**src/rtl/load_store_unit_if.sv**
```systemverilog
// Execute-stage request/response handshake plus the word-memory port of load_store_unit.
// master = request initiator and memory model side, slave = the load/store unit.
interface load_store_unit_if #(
  parameter int ADDR_WIDTH = 8
);
  logic                  req_valid;
  logic                  req_ready;
  logic                  req_write;
  logic [2:0]            req_funct3;
  logic [31:0]           req_addr;
  logic [31:0]           req_wdata;
  logic                  resp_valid;
  logic [31:0]           resp_rdata;
  logic                  resp_error;
  logic                  mem_write_en;
  logic                  mem_read_en;
  logic [ADDR_WIDTH-1:0] mem_addr;
  logic [31:0]           mem_write_data;
  logic [31:0]           mem_read_data;

  modport master (
    output req_valid, req_write, req_funct3, req_addr, req_wdata, mem_read_data,
    input  req_ready, resp_valid, resp_rdata, resp_error,
           mem_write_en, mem_read_en, mem_addr, mem_write_data
  );

  modport slave (
    input  req_valid, req_write, req_funct3, req_addr, req_wdata, mem_read_data,
    output req_ready, resp_valid, resp_rdata, resp_error,
           mem_write_en, mem_read_en, mem_addr, mem_write_data
  );
endinterface

```
**src/rtl/load_store_unit.sv**
```systemverilog
// RV32I load/store initiator for a word-addressed memory without byte enables;
// sub-word stores are done as read-modify-write.
//
//   state  | meaning
//   IDLE   | req_ready high, waiting for a request
//   LOAD   | memory read, extended lane captured into the result
//   RMW_RD | memory read, target lane replaced by store data
//   WRITE  | memory write of merged word or full store word
//   RESP   | one-cycle resp_valid pulse
module load_store_unit #(
  parameter int ADDR_WIDTH = 8,
  parameter int DATA_WIDTH = 32
) (
  input  logic             clk,
  input  logic             rst_n,
  load_store_unit_if.slave bus
);

  localparam logic [2:0] F3_B  = 3'b000;
  localparam logic [2:0] F3_H  = 3'b001;
  localparam logic [2:0] F3_W  = 3'b010;
  localparam logic [2:0] F3_BU = 3'b100;
  localparam logic [2:0] F3_HU = 3'b101;

  typedef enum logic [2:0] {IDLE, LOAD, RMW_RD, WRITE, RESP} state_t;

  state_t                  state;
  logic [2:0]              funct3_q;
  logic [1:0]              off_q;
  logic [15:0]             wdata_q;
  logic [ADDR_WIDTH-1:0]   mem_addr_q;
  logic [DATA_WIDTH-1:0]   mem_wdata_q;
  logic [DATA_WIDTH-1:0]   resp_rdata_q;
  logic                    resp_valid_q;
  logic                    resp_error_q;
  logic                    req_ready_q;
  logic                    rd_q;
  logic                    wr_q;

  logic                    req_err;
  logic [7:0]              byte_sel;
  logic [15:0]             half_sel;
  logic [DATA_WIDTH-1:0]   load_ext;
  logic [DATA_WIDTH-1:0]   merge;
  logic                    unused_addr;

  assign unused_addr = ^bus.req_addr[31:ADDR_WIDTH+2];

  always_comb begin
    req_err = 1'b1;
    case (bus.req_funct3)
      F3_B:    req_err = 1'b0;
      F3_H:    req_err = bus.req_addr[0];
      F3_W:    req_err = |bus.req_addr[1:0];
      F3_BU:   req_err = bus.req_write;
      F3_HU:   req_err = bus.req_write | bus.req_addr[0];
      default: req_err = 1'b1;
    endcase
  end

  always_comb begin
    byte_sel = bus.mem_read_data[7:0];
    case (off_q)
      2'd1:    byte_sel = bus.mem_read_data[15:8];
      2'd2:    byte_sel = bus.mem_read_data[23:16];
      2'd3:    byte_sel = bus.mem_read_data[31:24];
      default: byte_sel = bus.mem_read_data[7:0];
    endcase
    half_sel = off_q[1] ? bus.mem_read_data[31:16] : bus.mem_read_data[15:0];

    case (funct3_q)
      F3_B:    load_ext = {{24{byte_sel[7]}}, byte_sel};
      F3_H:    load_ext = {{16{half_sel[15]}}, half_sel};
      F3_BU:   load_ext = {24'b0, byte_sel};
      F3_HU:   load_ext = {16'b0, half_sel};
      default: load_ext = bus.mem_read_data;
    endcase

    // Only B and H reach RMW_RD, so funct3 bit 0 picks half vs byte lane.
    merge = bus.mem_read_data;
    if (funct3_q[0]) begin
      if (off_q[1]) merge[31:16] = wdata_q;
      else          merge[15:0]  = wdata_q;
    end else begin
      case (off_q)
        2'd1:    merge[15:8]  = wdata_q[7:0];
        2'd2:    merge[23:16] = wdata_q[7:0];
        2'd3:    merge[31:24] = wdata_q[7:0];
        default: merge[7:0]   = wdata_q[7:0];
      endcase
    end
  end

  always_ff @(posedge clk) begin
    if (!rst_n) begin
      state        <= IDLE;
      funct3_q     <= '0;
      off_q        <= '0;
      wdata_q      <= '0;
      mem_addr_q   <= '0;
      mem_wdata_q  <= '0;
      resp_rdata_q <= '0;
      resp_valid_q <= 1'b0;
      resp_error_q <= 1'b0;
      req_ready_q  <= 1'b0;
      rd_q         <= 1'b0;
      wr_q         <= 1'b0;
    end else begin
      case (state)
        IDLE: begin
          if (!req_ready_q) begin
            req_ready_q <= 1'b1;
          end else if (bus.req_valid) begin
            funct3_q    <= bus.req_funct3;
            off_q       <= bus.req_addr[1:0];
            wdata_q     <= bus.req_wdata[15:0];
            mem_addr_q  <= bus.req_addr[ADDR_WIDTH+1:2];
            req_ready_q <= 1'b0;
            if (req_err) begin
              state        <= RESP;
              resp_valid_q <= 1'b1;
              resp_error_q <= 1'b1;
            end else if (!bus.req_write) begin
              state <= LOAD;
              rd_q  <= 1'b1;
            end else if (bus.req_funct3 == F3_W) begin
              state       <= WRITE;
              wr_q        <= 1'b1;
              mem_wdata_q <= bus.req_wdata;
            end else begin
              state <= RMW_RD;
              rd_q  <= 1'b1;
            end
          end
        end
        LOAD: begin
          rd_q         <= 1'b0;
          resp_rdata_q <= load_ext;
          resp_valid_q <= 1'b1;
          state        <= RESP;
        end
        RMW_RD: begin
          rd_q        <= 1'b0;
          wr_q        <= 1'b1;
          mem_wdata_q <= merge;
          state       <= WRITE;
        end
        WRITE: begin
          wr_q         <= 1'b0;
          mem_wdata_q  <= '0;
          resp_valid_q <= 1'b1;
          state        <= RESP;
        end
        RESP: begin
          resp_valid_q <= 1'b0;
          resp_rdata_q <= '0;
          resp_error_q <= 1'b0;
          req_ready_q  <= 1'b1;
          state        <= IDLE;
        end
        default: state <= IDLE;
      endcase
    end
  end

  // Enables are gated by reset so an aborted WRITE cycle cannot commit.
  assign bus.mem_read_en    = rd_q & rst_n;
  assign bus.mem_write_en   = wr_q & rst_n;
  assign bus.mem_addr       = mem_addr_q;
  assign bus.mem_write_data = mem_wdata_q;
  assign bus.req_ready      = req_ready_q;
  assign bus.resp_valid     = resp_valid_q;
  assign bus.resp_rdata     = resp_rdata_q;
  assign bus.resp_error     = resp_error_q;

endmodule

```
**src/flat_wrapper.sv**
```systemverilog
// flat-port wrapper written by rule: the top's interface ports become plain ports
module load_store_unit_flat 
#(
  parameter int ADDR_WIDTH = 8,
  parameter int DATA_WIDTH = 32
)
  (clk, rst_n, bus_req_valid, bus_req_write, bus_req_funct3, bus_req_addr, bus_req_wdata, bus_mem_read_data, bus_req_ready, bus_resp_valid, bus_resp_rdata, bus_resp_error, bus_mem_write_en, bus_mem_read_en, bus_mem_addr, bus_mem_write_data);
  load_store_unit_if #(.ADDR_WIDTH(ADDR_WIDTH)) bus_i ();
  input  logic clk;
  input  logic rst_n;
  input wire logic [$bits(bus_i.req_valid)-1:0] bus_req_valid;
  input wire logic [$bits(bus_i.req_write)-1:0] bus_req_write;
  input wire logic [$bits(bus_i.req_funct3)-1:0] bus_req_funct3;
  input wire logic [$bits(bus_i.req_addr)-1:0] bus_req_addr;
  input wire logic [$bits(bus_i.req_wdata)-1:0] bus_req_wdata;
  input wire logic [$bits(bus_i.mem_read_data)-1:0] bus_mem_read_data;
  output wire logic [$bits(bus_i.req_ready)-1:0] bus_req_ready;
  output wire logic [$bits(bus_i.resp_valid)-1:0] bus_resp_valid;
  output wire logic [$bits(bus_i.resp_rdata)-1:0] bus_resp_rdata;
  output wire logic [$bits(bus_i.resp_error)-1:0] bus_resp_error;
  output wire logic [$bits(bus_i.mem_write_en)-1:0] bus_mem_write_en;
  output wire logic [$bits(bus_i.mem_read_en)-1:0] bus_mem_read_en;
  output wire logic [$bits(bus_i.mem_addr)-1:0] bus_mem_addr;
  output wire logic [$bits(bus_i.mem_write_data)-1:0] bus_mem_write_data;
  assign bus_i.req_valid = bus_req_valid;
  assign bus_i.req_write = bus_req_write;
  assign bus_i.req_funct3 = bus_req_funct3;
  assign bus_i.req_addr = bus_req_addr;
  assign bus_i.req_wdata = bus_req_wdata;
  assign bus_i.mem_read_data = bus_mem_read_data;
  assign bus_req_ready = bus_i.req_ready;
  assign bus_resp_valid = bus_i.resp_valid;
  assign bus_resp_rdata = bus_i.resp_rdata;
  assign bus_resp_error = bus_i.resp_error;
  assign bus_mem_write_en = bus_i.mem_write_en;
  assign bus_mem_read_en = bus_i.mem_read_en;
  assign bus_mem_addr = bus_i.mem_addr;
  assign bus_mem_write_data = bus_i.mem_write_data;
  load_store_unit #(.ADDR_WIDTH(ADDR_WIDTH), .DATA_WIDTH(DATA_WIDTH)) u_core (.clk(clk), .rst_n(rst_n), .bus(bus_i));
endmodule
```
**config.mk**
```make
export PLATFORM = sky130hd
export DESIGN_NAME = load_store_unit_flat
export DESIGN_NICKNAME = d
export VERILOG_FILES = /design/src/rtl/load_store_unit_if.sv /design/src/rtl/load_store_unit.sv /design/src/flat_wrapper.sv
export SDC_FILE = /design/constraint.sdc
export NUM_CORES = 1
export LEC_CHECK = 0
export CORE_MARGIN = 2
export CORE_UTILIZATION = 40
export DETAILED_ROUTE_END_ITERATION = 12
export PLACE_DENSITY_LB_ADDON = 0.25
export SLEW_MARGIN = 0
export SYNTH_ARGS = -nofsm -noshare
export SYNTH_HDL_FRONTEND = slang
export SYNTH_SLANG_ARGS = --single-unit
```
**constraint.sdc**
```tcl
create_clock -name clk -period 1.6 [get_ports clk]
set_clock_uncertainty 0.05 [all_clocks]
set_input_delay 0.32 -clock clk [delete_from_list [all_inputs] [get_ports clk]]
set_output_delay 0.32 -clock clk [all_outputs]
set_load 0.02 [all_outputs]
```
# [Word-level counts from Yosys, hierarchy flattened]
# Index checks and enable logic that the tools add are counted.
[op_classes] eq_ne=21 muxes=44 bitwise=3 n_reduce_logical=18
[ops] cell="32-bit two-way mux" n=6
[ops] cell="32-bit one-hot mux with 4 select lines" n=1
[ops] cell="32-bit one-hot mux with 3 select lines" n=1
[ops] cell="32-bit one-hot mux with 2 select lines" n=1
[ops] cell="16-bit two-way mux" n=3
[ops] cell="8-bit two-way mux" n=4
[ops] cell="8-bit one-hot mux with 3 select lines" n=1
[ops] cell="1-bit two-way mux" n=16
[ops] cell="3-bit equality test (second input constant)" n=5
[ops] cell="3-bit two-way mux" n=4
[ops] cell="3-bit by 1-bit equality test with 1-bit output (second input constant)" n=3
[ops] cell="3-bit by 2-bit equality test with 1-bit output (second input constant)" n=3
[ops] cell="3-bit zero test" n=3
[ops] cell="3-bit one-hot mux with 3 select lines" n=1
[ops] cell="4-bit AND reduction" n=2
[ops] cell="2-bit by 1-bit inequality test with 1-bit output (second input constant)" n=3
[ops] cell="2-bit inequality test (second input constant)" n=3
[ops] cell="1-bit one-hot mux with 2 select lines" n=3
[ops] cell="1-bit one-hot mux with 3 select lines" n=2
[ops] cell="6-bit AND reduction" n=1
[ops] cell="2-bit nonzero test" n=3
[ops] cell="3-bit nonzero test" n=2
[ops] cell="2-bit OR reduction" n=3
[ops] cell="1-bit one-hot mux with 5 select lines" n=1
[ops] cell="9 further kinds" n=11
[totals] regBits=101 in_bits=103 out_inout_bits=77

# [Logic depth before layout (Yosys ltp)]
[logic_depth] depth_word=7 ltp_mapped=7

# [Worst setup path before layout]
# Ideal clock, no wire load.
[synth_path] kind="input to register" start="in bus_req_addr[1]" end="reg u_core.mem_wdata_q[25], in the netlist u_core.bus.mem_write_data[25]" setup_time_ns=0.129 t_arrival_ns=1.485 setup_slack_ns=-0.064 cell_stages=6 path_buffers=2 cell_sequence="or2_2 > or4_1 > buf_2 > buf_6 > nor2_2 > nor3_1"
[synth_between] elab_chain_len=4
[synth_rtl] item="start: declaration" line_no="flat_wrapper.sv:14" text="input wire logic [$bits(bus_i.req_addr)-1:0] bus_req_addr;"
[synth_rtl] item="2-bit OR reduction" line_no="load_store_unit.sv:54" text="F3_W: req_err = |bus.req_addr[1:0];"
[synth_rtl] item="1-bit one-hot mux with 5 select lines" line_no="load_store_unit.sv:51" text="case (bus.req_funct3)"
[synth_rtl] item="2-bit inequality test (no source line)"
[synth_rtl] item="6-bit AND reduction (no source line)"
[synth_rtl] item="end signal: assignment" line_no="load_store_unit.sv:129" text="mem_wdata_q <= bus.req_wdata;"
[synth_rtl] item="end signal: assignment" line_no="load_store_unit.sv:145" text="mem_wdata_q <= merge;"
[synth_rtl] item="end: declaration" line_no="load_store_unit.sv:32" text="logic [DATA_WIDTH-1:0] mem_wdata_q;"
# Every way passes these cells.
# A chain may end at the register's enable or synchronous reset.

# [Worst setup path after layout]
[layout_path] start="in bus_req_valid" end="reg u_core.mem_wdata_q[23], in the netlist u_core.bus.mem_write_data[23]"
[layout_between] elab_chain_len=2
[layout_rtl] item="start: declaration" line_no="flat_wrapper.sv:11" text="input wire logic [$bits(bus_i.req_valid)-1:0] bus_req_valid;"
[layout_rtl] item="2-bit inequality test (no source line)"
[layout_rtl] item="6-bit AND reduction (no source line)"
# Every way passes these cells.

==> results.md <==
* H-Tree Depth at 3
* Max clock buf depth at 2
* Crit path largest cell delay at 540 ps
* Sw Share at 28.3%
* Tightest Pin Transition at 512 ps
* Fillers at 986
* Clock Power Share at 35.2%
* Final total power at 6.06 mW
* Clk slew on worst S/H paths at 70 ps
* DP Area at 0.00694 mm^2
* Clock Latency Late Sink at 340 ps
* Delay-heaviest family, CP: buffers and inverters
* Final Hold Vio Count at 0
* GPL Wtd Cong at 0.883
* Finished Core Util at 64.9%
* Design area at 0.00773 mm^2
* Final Critical Period at 1780 ps
* Flop pwr share at 44.4%
* Final net count at 865
* Hold path depth at 3
* #FFs+latches synth at 101
* Worst-case vdd ir drop at 454 uV
* RSZ-0062 raised after global routing: true
* Largest net degree at the start of global routing at 31
* Via count at 5335
* Worst path cell trace: clkdlybuf4s50_1 -> nand4bb_4 -> buf_6 -> o31ai_4 -> buf_6 -> clkbuf_16 -> o21ai_2 -> a21oi_1
* Async S/R FF share, synth at 0%
* Seq. cell area at 0.00203 mm^2
* Psw at 1.72 mW
* Root buffer cell: clkbuf_16
* Area of the multi-input gates at 0.00285 mm^2
* Post-Syn Nets at 662
* Die Wd at 114 um
* Yosys warning count at 0
* Hold_buf cts at 0
* Failing checks: setup timing
* Post-synth EDFFs at 0
* Ys flop type: dfxtp_1
* Initial antenna violation count at 0
* Power share of the combinational group at 20.4%
* GRT Total Usage at 26.4%
* Avg Synthesized Cell Area at 8.63 um^2
* CTS tree: built
* Post-Syn Area at 0.00482 mm^2
* # DRC at 0
* Slowest-stage cell, CP: clkdlybuf4s50_1
* IO Pins at 180
* Internal power at 4.34 mW
* Remaining antenna violation count at 0
* Detailed Place HPWL at 12.4 mm
* Crit end category: flop
* Hold Path Sink: u_core.off_q[1]
* R2R depth at 8
* Core Box Area at 0.0119 mm^2
* Die area at 0.0129 mm^2
* Status: finished with violations
* R2r startpoint: u_core.state[0]
* Total Wirelength at 18.1 mm
* Synth Instances at 559
* Cell row count at 40
* I/O Buffers at 157
* Max-cap violations at 0
* DR iter-0 viols at 516
* Endpoints failing setup at 83
* DR WL/cell at 19.8 um
* GR Overflow Total at 0
* Detailed Routing Iterations Pass 1 at 9
* Hold WC Path Type: input pin to flop
* Slew Viols, Final at 0
* Die height at 114 um
* Hold Startpoint: bus_req_addr[1]
* Slew HR at 65.5%
* Vias per cell at 5.84
* Crit Reg-Reg Endpoint: u_core.bus.mem_write_data[23]
* Register-to-register setup slack at -170 ps
* Worst Setup Start Kind: input pin
* First-pass GRT wire length at 27.0 mm
* Vias in the first global route at 5133
* CP Data Required Time at 1820 ps
* CTS Buf Count at 9
* Crit-path max FO at 6
* Bufs and invs on worst path at 4
* P_leak at 3.25 nW
* Final period utilization at 112%
* Power per cell area at 784 mW/mm^2
* Ratio of cells with drive above 1 in the final layout at 24.3%
* Most frequent CP cell: buf_6
* Post-route setup slack at -185 ps
* WS Path Type: input pin to flop
* CP arrival at 2000 ps
* Fmax at 560 MHz
* Yosys cell types at 61
* Clock sinks at 101
* Area Growth Syn to Fin at 60.3%
* Diodes inserted at 0
* Starting Density at 40.5%
* Post-synthesis sequential area ratio at 41.9%
-- worst min-delay path, stage by stage --
cell	delay, ps
dlygate4sd2_1	250
nand2_1	70
a21boi_0	70
-- stage by stage --
stage / cells / hold WS, ps / TNS (ps) / setup WS [ps]
CTS: 904 / 356 / -3400 / -134
global placement: 879 / 398 / -38460 / -529
finish: 914 / 363 / -6020 / -185
detailed placement: 879 / 399 / -42100 / -653
floorplan: 559 / 382 / -424 / -45.0
global route: 914 / 372 / -10510 / -203
-- registers in the layout (all words and copies together), names as in the netlist, 2 cells and up --
name and cells:
u_core.bus.resp_rdata 32, u_core.off_q 2, u_core.bus.mem_addr 8, u_core.bus.mem_write_data 32, u_core.funct3_q 3, u_core.state 3, u_core.wdata_q 16
-- layout make-up --
cell class                 count  share of cell area [%]
sequential                   101                    26.3
clock buffer                  10                    3.09
timing repair buffer         240                    30.2
multi-input combinational    399                    36.9
tap                          147                    2.38
clock inverter                 6                   0.615
inverter                      11                   0.534
-- worst max path at each step --
stage / startpoint / endpoint / slack [ps] / cells after the start
floorplan: bus_req_addr[1] / u_core.bus.mem_write_data[25] / -50 / 6
finish: bus_req_valid / u_core.bus.mem_write_data[23] / -180 / 8
CTS: u_core.state[0] / u_core.bus.mem_write_data[27] / -130 / 8
detailed placement: rst_n / u_core.bus.resp_rdata[28] / -650 / 4
global route: u_core.state[1] / u_core.funct3_q[2] / -200 / 6
global placement: rst_n / u_core.bus.resp_rdata[19] / -530 / 4
-- timing repair --
action,CTS,global route
resized for setup,125,64
pin swaps,15,21
cloned,3,5
setup buffers,6,7
setup endpoints to repair,167,96
endpoints found under the hold margin,0,0
-- routing by layer --
layer	routed length, um	vias up	global-route usage (%)
li1	-	2467	-
met1	7130	2519	32.1
met2	8690	279	44.4
met3	1460	70	6.54
met4	831	0	12.0
met5	0	-	0
-- power by group through the flow --
stage	Sequential (mW)	Clock, mW	Combinational [mW]
floorplan	2.79	0	0.432
global placement	2.74	0	1.09
detailed placement	2.74	0	1.10
CTS	2.68	2.13	1.11
global route	2.70	2.26	1.31
finish	2.69	2.13	1.23
-- cell usage after synthesis (3+ instances only) --
cell type	instances	area, um^2
o311ai_1	3	26.3
o311ai_0	5	43.8
and3b_1	7	61.3
o32ai_1	7	61.3
o21ai_0	37	185
a211o_1	6	52.6
nor2_1	40	150
nand2_1	75	282
o221ai_1	8	70.1
a21boi_0	28	210
a21oi_1	31	155
a221o_1	17	170
nand3_1	6	30.0
dfxtp_1	101	2020
inv_1	10	37.5
buf_6	4	45.0
nor3b_1	9	67.6
nor2_2	11	68.8
and2_1	3	18.8
o21ai_1	3	15.0
a222oi_1	16	160
o31ai_1	3	22.5
o21a_1	3	22.5
nand2b_1	6	37.5
and3_1	5	31.3
nor3_1	19	95.1
nor2b_1	10	62.6
a22o_1	7	61.3
buf_2	14	70.1
buf_4	3	22.5
clkbuf_1	26	97.6
-- cell usage in the layout (no fill, tap or decap), drive strengths merged, types with 11 or more instances in the layout --
cell,count
a21boi,31
a21oi,31
a221o,17
a222oi,16
buf,79
clkbuf,14
clkdlybuf4s50,69
dfxtp,101
dlygate4sd2,87
inv,11
nand2,76
nor2,51
nor3,19
o21ai,40
-- cells by family (layout without fill, tap and decap cells) --
logic type | count (synthesis) | after routing | synth area share (%)
AO/OA/AOI/OAI | 190 | 190 | 29.1
multiplexers | 6 | 6 | 1.58
flip-flops | 101 | 101 | 41.9
XOR/XNOR | 2 | 2 | 0.363
buffers and inverters | 59 | 267 | 5.84
AND/OR/NAND/NOR | 201 | 201 | 21.2
No activity file was read; power rests on OpenSTA's default activity.
==> edit (same settings) <==
`ADDR_WIDTH` is set to 8 in 3 places; all go to 6.
--- a/src/rtl/load_store_unit_if.sv
+++ b/src/rtl/load_store_unit_if.sv
@@ -2,5 +2,5 @@
 // master = request initiator and memory model side, slave = the load/store unit.
 interface load_store_unit_if #(
-  parameter int ADDR_WIDTH = 8
+  parameter int ADDR_WIDTH = 6
 );
   logic                  req_valid;
--- a/src/rtl/load_store_unit.sv
+++ b/src/rtl/load_store_unit.sv
@@ -9,5 +9,5 @@
 //   RESP   | one-cycle resp_valid pulse
 module load_store_unit #(
-  parameter int ADDR_WIDTH = 8,
+  parameter int ADDR_WIDTH = 6,
   parameter int DATA_WIDTH = 32
 ) (
--- a/src/flat_wrapper.sv
+++ b/src/flat_wrapper.sv
@@ -2,5 +2,5 @@
 module load_store_unit_flat 
 #(
-  parameter int ADDR_WIDTH = 8,
+  parameter int ADDR_WIDTH = 6,
   parameter int DATA_WIDTH = 32
 )
Ports: changed (resized bus_mem_addr); port bits go from 180 to 178. No check against the original RTL was run, so the function may have changed too.
==> edit against the unedited design <==
  * The run still ends with setup timing left
  * Cell area fell by 1.0%
  * Worst setup slack improved by 0.12 ns
  * Area after synthesis rose by 0.10%
  * Power fell by 1.5%
  * First-iteration DRC count fell by 6.4%
  * Routed wire length fell by 4.5%
  * Sequential share of layout area fell by 0.19 points
  * Sequential cell count fell by 2
  * Hold slack improved by 0.019 ns
  * Via count fell by 1.5%
  * Clock power rose by 4%
  * Sequential power fell by 2%
  * Highest routed layer unchanged
==> edit: results (changes against the unedited design) <==
- Result of the run: finished, violations left (unchanged)
- Violated checks: setup timing (unchanged)
- Final GP Congestion: 0.943 (was 0.883)
- Critical Path Fanout Max: 8 (was 6)
- Arrival @ worst endpoint: 1.85 ns (was 2.00 ns)
- Number of setup violations in the final report: 45 (was 83)
- Largest stage delay on the critical path: 0.32 ns (was 0.54 ns)
- Number of nets in the synthesized netlist: 680 (was 662)
- Detailed-router iteration count before antenna repair: 7 (was 9)
- Total leakage power: 3.25 nW (about the same)
- Routed WL per cell: 18.5 microns (was 19.8 microns)
- DP Wirelength: 12.7 mm (was 12.4 mm)
- Unique masters post-synth: 54 (was 61)
- Share of cell area taken by muxes after synthesis: 0.00881 (was 0.0158)
- Via count of the routed design: 5255 (was 5335)
- Post-synthesis area per instance: 8.37 sq um (was 8.63 sq um)
- Global-route met1 utilization: 0.333 (was 0.321)
- Worst setup margin: -0.0649 ns (was -0.185 ns)
- Met3 wire length: 1.03 mm (was 1.46 mm)
- Post-placement worst setup slack: -0.529 ns (was -0.653 ns)
- Yosys warning total: 0 (unchanged)
- Kind of cell with the highest combined delay on the critical path: simple AND/OR/NAND/NOR gates (was buffers and inverters)
- Launch point of the worst hold path: bus_req_addr[0] (was bus_req_addr[1])
- Worst vdd rail ir drop: 0.403 mV (was 0.454 mV)
- PortBufs: 153 (was 157)
- Total negative slack: -1.51 ns (was -6.02 ns)
- Instance area at placement: 6910 sq um (was 6940 sq um)
- Share of synthesized area occupied by flip-flops and latches: 0.411 (was 0.419)
- GRT Util Overall: 0.261 (was 0.264)
- Critical path startpoint: u_core.state[0]$_SDFFE_PN0P_ (was bus_req_valid)
- Largest net degree at the start of global routing: 32 (was 31)
- Met2 usage: 0.444 (about the same)
- Cell Count Post-Placement: 902 (was 879)
- Fraction of layout instances using a drive strength above 1: 0.249 (was 0.243)
- Fill cell count: 1026 (was 986)
- Share of the synthesized netlist area taken by xor and xnor gates: 0.00181 (was 0.00363)
- Drt first-iter violations: 483 (was 516)
- Cell at the slowest stage of the critical path: sky130_fd_sc_hd__dfxtp_2 (was sky130_fd_sc_hd__clkdlybuf4s50_1)
- WL met1: 7.44 mm (was 7.13 mm)
edit: cell families (layout without fill, tap and decap cells):
| kind of cell | count (synthesis) | count (layout) |
|---|---|---|
| flip-flops | 99 | 99 |
| AND/OR/NAND/NOR | 204 | 204 |
| multiplexers | 4 | 4 |
| AO/OA/AOI/OAI | 209 | 209 |
| buffers and inverters | 60 | 269 |
| XOR/XNOR | 1 | 1 |
edit: repair_timing:
| action | CTS | global route |
|---|---|---|
| gates resized for setup | 131 | 66 |
| endpoints found under the setup margin | 133 | 85 |
| cloned | 3 | 2 |
| hold buffers | 0 | 0 |
| pin swaps | 6 | 17 |
| setup buffers | 6 | 5 |
edit: layout make-up:
type                            count  share of cell area
Timing Repair Buffer              242               0.297
Sequential cell                    99               0.261
Tap cell                          147              0.0240
Clock buffer                       13              0.0340
Clock inverter                      2             0.00458
Multi-Input combinational cell    418               0.374
Inverter                           12             0.00589
edit: where the power goes:
| group | switching (mW) | internal (mW) | total, mW |
|---|---|---|---|
| Sequential | 0.0749 | 2.55 | 2.63 |
| Combinational | 0.570 | 0.561 | 1.13 |
| Clock | 0.919 | 1.29 | 2.21 |
edit: through the flow:
| stage | hold WS (ns) | util |
|---|---|---|
| floorplan | 0.382 | - |
| global placement | 0.391 | 0.580 |
| detailed placement | 0.395 | 0.580 |
| CTS | 0.367 | 0.618 |
| global route | 0.395 | 0.642 |
| finish | 0.382 | 0.642 |
edit: final timing paths:
path	to	cells past startpoint	slack [ns]
setup reg to reg	u_core.bus.mem_write_data[26]$_SDFFE_PN0P_	7	-0.06
setup / recovery	u_core.bus.mem_write_data[26]$_SDFFE_PN0P_	7	-0.06
hold reg to reg	u_core.bus.resp_rdata[6]$_SDFFE_PN0P_	2	0.40
hold / removal	u_core.off_q[0]$_SDFFE_PN0P_	3	0.38
